### src/rtl/proc_out_fifo.sv
// proc_out_fifo: output-side FIFO behind the processor's OUT port.
// Every (addr_out, io_out) word strobed by out_en is captured and replayed to
// a consumer over a valid/ready handshake. Words arriving while the FIFO is
// full and not being drained are dropped. A drop sets a sticky overflow flag
// and increments a saturating counter.
//
// Ports:
//   clk, rst      clock, asynchronous active-high reset
//   io_out        processor output data
//   addr_out      processor output port address (carried through, not decoded)
//   out_en        processor output strobe, one word per high cycle
//   m_data/m_addr head-of-FIFO entry, read from storage at rd_ptr
//   m_valid       head entry valid (FIFO not empty)
//   m_ready       consumer accepts the head entry
//   count         number of stored words, 0..FDEPTH
//   full          count == FDEPTH
//   overflow      sticky, a word was dropped
//   ovf_clr       clears overflow and drop_cnt (a drop in the same cycle wins)
//   drop_cnt      saturating count of dropped words
module proc_out_fifo #(
    parameter int unsigned NUBITS = 16,
    parameter int unsigned NUIOOU = 2,
    parameter int unsigned FDEPTH = 8,
    parameter int unsigned NBDROP = 8,
    localparam int unsigned AW = (NUIOOU > 2) ? $clog2(NUIOOU) : 1,
    localparam int unsigned PW = $clog2(FDEPTH),
    localparam int unsigned CW = PW + 1
) (
    input  logic              clk,
    input  logic              rst,
    input  logic [NUBITS-1:0] io_out,
    input  logic [AW-1:0]     addr_out,
    input  logic              out_en,
    output logic [NUBITS-1:0] m_data,
    output logic [AW-1:0]     m_addr,
    output logic              m_valid,
    input  logic              m_ready,
    output logic [CW-1:0]     count,
    output logic              full,
    output logic              overflow,
    input  logic              ovf_clr,
    output logic [NBDROP-1:0] drop_cnt
);

    typedef struct packed {
        logic [AW-1:0]     addr;
        logic [NUBITS-1:0] data;
    } entry_t;

    localparam logic [NBDROP-1:0] DROP_MAX = '1;

    entry_t        mem [FDEPTH];
    entry_t        wr_entry_c;
    entry_t        head_c;
    logic [PW-1:0] wr_ptr;
    logic [PW-1:0] rd_ptr;
    logic [CW-1:0] count_nxt_c;
    logic          pop_c;
    logic          push_c;
    logic          drop_c;

    // Per-cycle events; a write into a full FIFO is accepted if the head leaves
    always_comb begin
        pop_c  = m_valid & m_ready;
        push_c = out_en & (~full | pop_c);
        drop_c = out_en & full & ~pop_c;
    end

    // Occupancy after this edge
    always_comb begin
        count_nxt_c = count;
        if (push_c && !pop_c) begin
            count_nxt_c = count + CW'(1);
        end else if (pop_c && !push_c) begin
            count_nxt_c = count - CW'(1);
        end
    end

    // Pointers, occupancy and the status flags derived from it
    always_ff @(posedge clk or posedge rst) begin
        if (rst) begin
            wr_ptr  <= '0;
            rd_ptr  <= '0;
            count   <= '0;
            m_valid <= 1'b0;
            full    <= 1'b0;
        end else begin
            if (push_c) begin
                wr_ptr <= wr_ptr + PW'(1);
            end
            if (pop_c) begin
                rd_ptr <= rd_ptr + PW'(1);
            end
            count   <= count_nxt_c;
            m_valid <= (count_nxt_c != '0);
            full    <= (count_nxt_c == CW'(FDEPTH));
        end
    end

    // Sticky overflow and saturating drop counter; a drop beats a clear
    always_ff @(posedge clk or posedge rst) begin
        if (rst) begin
            overflow <= 1'b0;
            drop_cnt <= '0;
        end else if (drop_c) begin
            overflow <= 1'b1;
            if (ovf_clr) begin
                drop_cnt <= NBDROP'(1);
            end else if (drop_cnt != DROP_MAX) begin
                drop_cnt <= drop_cnt + NBDROP'(1);
            end
        end else if (ovf_clr) begin
            overflow <= 1'b0;
            drop_cnt <= '0;
        end
    end

    always_comb begin
        wr_entry_c      = '0;
        wr_entry_c.addr = addr_out;
        wr_entry_c.data = io_out;
    end

    // Storage needs no reset; contents are only observed behind m_valid
    always_ff @(posedge clk) begin
        if (push_c) begin
            mem[wr_ptr] <= wr_entry_c;
        end
    end

    // Head entry straight from storage; depends on registered state only
    always_comb begin
        head_c = mem[rd_ptr];
        m_data = head_c.data;
        m_addr = head_c.addr;
    end

endmodule
### config.mk
export PLATFORM = sky130hd
export DESIGN_NAME = proc_out_fifo
export DESIGN_NICKNAME = d
export VERILOG_FILES = /design/src/rtl/proc_out_fifo.sv
export SDC_FILE = /design/constraint.sdc
export NUM_CORES = 1
export LEC_CHECK = 0
export ABC_CLOCK_PERIOD_IN_PS = 8100
export CAP_MARGIN = 20
export CORE_MARGIN = 8
export CORE_UTILIZATION = 25
export DETAILED_ROUTE_END_ITERATION = 8
export RECOVER_POWER = 100
export SYNTH_ARGS = -nofsm -noshare
export SYNTH_HDL_FRONTEND = slang
export SYNTH_SLANG_ARGS = --single-unit
### constraint.sdc
create_clock -name clk -period 8.1 [get_ports clk]
set_clock_uncertainty 0.15 [all_clocks]
set_input_delay 0.81 -clock clk [delete_from_list [all_inputs] [get_ports clk]]
set_output_delay 0.81 -clock clk [all_outputs]
set_load 0.02 [all_outputs]
==> impl_metrics.tcl <==
set metrics [dict create \
    n_antenna_cell 0 \
    fp.dieH_um 174 \
    core-area_um2 24900 \
    hold_viol 0 \
    worstHoldPathCells 2 \
    p_sw_share_pct 32.3 \
    synth-seq-cells 157 \
    crit_chain "clkbuf_1 > mux4_2 > mux2_2 > dlygate4sd3_1" \
    clk_latency_ns 0.42 \
    pwr_density_cell_nw_per_um2 356 \
    drcViolationCount 0 \
    critical_path_class "reg2out" \
    p_seq_share_pct 39.2 \
    die_x_um 174 \
    crit_fanout 36 \
    synth_area_um2 6280 \
    power_uw 2780 \
    ant_nets 0 \
    grt_pass1_vias 3461 \
    synth_edf_count 136 \
    cts_buffers 17 \
    cts.root.buffer_cell "clkbuf_16" \
    wl_um 12800 \
    drt-initial-drc-count 113 \
    p_clk_share_pct 28.6 \
    r2r-end "mem[0][8]" \
    hp-start "overflow" \
    io_pins 54 \
    synth.top_cell.area_share_pct 65.0 \
    cp_slowest_cell "clkbuf_1" \
    period_needed_ns 4.71 \
    min_to "overflow" \
    track_usage_pct 8.83 \
    post_cts_buffers 0 \
    synthDistinctLibCells 43 \
    vdd_ir_drop_max_uv 159 \
    status "complete, but fails checks" \
    cts_tree "built" \
    routabilityCongestion 0.701 \
    cap_violations 1 \
    p_leak_uw 0.00260 \
    rows 58 \
    routedWlPerCell_um 17.6 \
    comb_power_share_pct 32.3 \
    p_int_uw 1880 \
    vias 3149 \
    grt_setup_unrepaired "no" \
    htree_levels 4 \
    start_util_pct 25.2 \
    startpoint_type "register" \
    portBuffers 53 \
    rr_startpoint "m_valid" \
    yosysTopAreaCell "edfxtp_1" \
    synth_area_per_cell_um2 19.8 \
    n_fill_cell 2402 \
    cts_resized 0 \
    antenna_found_initial 3 \
    setup_viol 0 \
    hpwlAfterDp_um 7760 \
    end_kind "primary output" \
    drtPass1Iterations 4 \
    synth_nets 344 \
    rrSetupSlack_ns 5.17 \
    cts_buffer_depth 2 \
    crit_path_start "rd_ptr[1]" \
    synthCells 317 \
    hp-class "reg2reg" \
    synth_ff_type "edfxtp_1" \
    setup_tns_ns 0 \
    layout.nets 415 \
    violations "max-capacitance violations, max-slew violations" \
    synthTopCellsByArea "edfxtp_1 (65%), mux4_2 (12%), dfrtp_1 (8.4%), mux2_2 (3.2%), ha_1 (1.0%)" \
    p_sw_uw 897 \
    worst-endpoint-required_ns 7.14 \
    clk_pin_slew_ns 0.07 \
    seq_area_frac_synth_pct 73.4 \
    post-place-ws_ns 4.52 \
    period_share_pct 58.1 \
    grt_first_pass_wirelength_um 20300 \
    slowest_delay_ns 1.57 \
    cp.arrival_ns 3.75 \
    yosysMostFrequentCell "edfxtp_1" \
    maxSlewHeadroom_pct -46.9 \
    drive_above_1_share_pct 22.2 \
    grt_start_max_net_pins 37 \
    worst_slack_ns 3.39 \
    fp.dieArea_um2 30400 \
    report.final.slew_viol_count 37 \
    tightest_slew_ns 2.20 \
    hold_buffers 0 \
    synth-async-reset-ratio_pct 13.4 \
    synthToLayoutAreaGrowth_pct 24.2 \
    ff2ff_path_depth 5 \
    fmax_mhz 212 \
    vias_per_cell 4.31 \
    yosysWarnings 0 \
    grt-ovfl-total 0 \
    cts_sinks 157 \
    synth_common_cells "edfxtp_1 (136), mux4_2 (34), dfrtp_1 (21)" \
]
-- flip-flops by register name (all words and copies together), names as in the netlist --
register,count
wr_ptr,3
full,1
drop_cnt,8
mem,136
rd_ptr,3
m_valid,1
count,4
overflow,1
-- area by class of cell --
class | instances | area [um2] | area share, %
inverters | 6 | 22.5 | 0.289
clock buffers | 17 | 425 | 5.45
repair buffers | 64 | 599 | 7.68
multi-input cells | 142 | 1540 | 19.7
clock inverters | 15 | 194 | 2.49
flip-flops and latches | 157 | 4610 | 59.1
well taps | 330 | 413 | 5.29
-- critical path: cells and delay by family (launching register included) --
family,cells,cell delay [ns]
buffers and inverters,2,2.23
DFF,1,0.32
muxes,2,0.77
-- how the worst max path moves through the flow --
stage,end,depth (start not counted)
2_1_floorplan,mem[0][0],4
3_3_place_gp,m_addr,4
3_5_place_dp,m_addr,4
4_1_cts,m_addr,4
5_1_grt,m_data[8],4
6_report,m_data[8],4
-- power by group through the flow --
| stage | registers, uW | clock network (uW) | logic, uW |
|---|---|---|---|
| 2_1_floorplan | 1090 | 0 | 612 |
| 3_3_place_gp | 1120 | 0 | 913 |
| 3_5_place_dp | 1130 | 0 | 926 |
| 4_1_cts | 1110 | 814 | 931 |
| 5_1_grt | 1100 | 847 | 969 |
| 6_report | 1090 | 793 | 896 |
-- kinds of logic after synthesis --
logic type | after synthesis | synth area share (%)
simple gates | 53 | 4.30
fa+ha+maj | 5 | 0.996
buf+inv | 18 | 1.55
mux | 53 | 15.6
flops | 157 | 73.4
compound gates | 24 | 3.07
xor+xnor | 7 | 1.10
-- layout by cell type, fill, tap and decap left out, types with 3 or more instances in the layout --
cell type	count
edfxtp_1	136
dfrtp_1	20
mux4_2	34
nand4_1	3
clkinv_8	6
inv_1	6
ha_1	5
mux2_2	18
o21ai_0	4
a21oi_1	7
clkbuf_1	9
nor3_1	3
nand2_1	15
dlygate4sd3_1	52
clkbuf_16	17
inv_8	4
nand2b_1	4
nor2_1	12
nand3_1	5
xnor2_1	4
-- stage by stage --
stage	hold WS (ns)	instances	cell area (um2)	util, %
floorplan	0.335	317	6280	-
global placement	0.353	698	7230	29.1
detailed placement	0.376	698	7230	29.1
CTS	0.392	730	7850	31.6
global route	0.447	731	7800	31.3
finish	0.388	731	7800	31.3
-- per-layer routing --
layer	share of wire (%)	track usage [%]
met3	4.0	2.84
met2	52	15.0
met4	1.2	3.25
met1	43	10.3
met5	0.20	0
No activity file was read; power rests on OpenSTA's default activity.
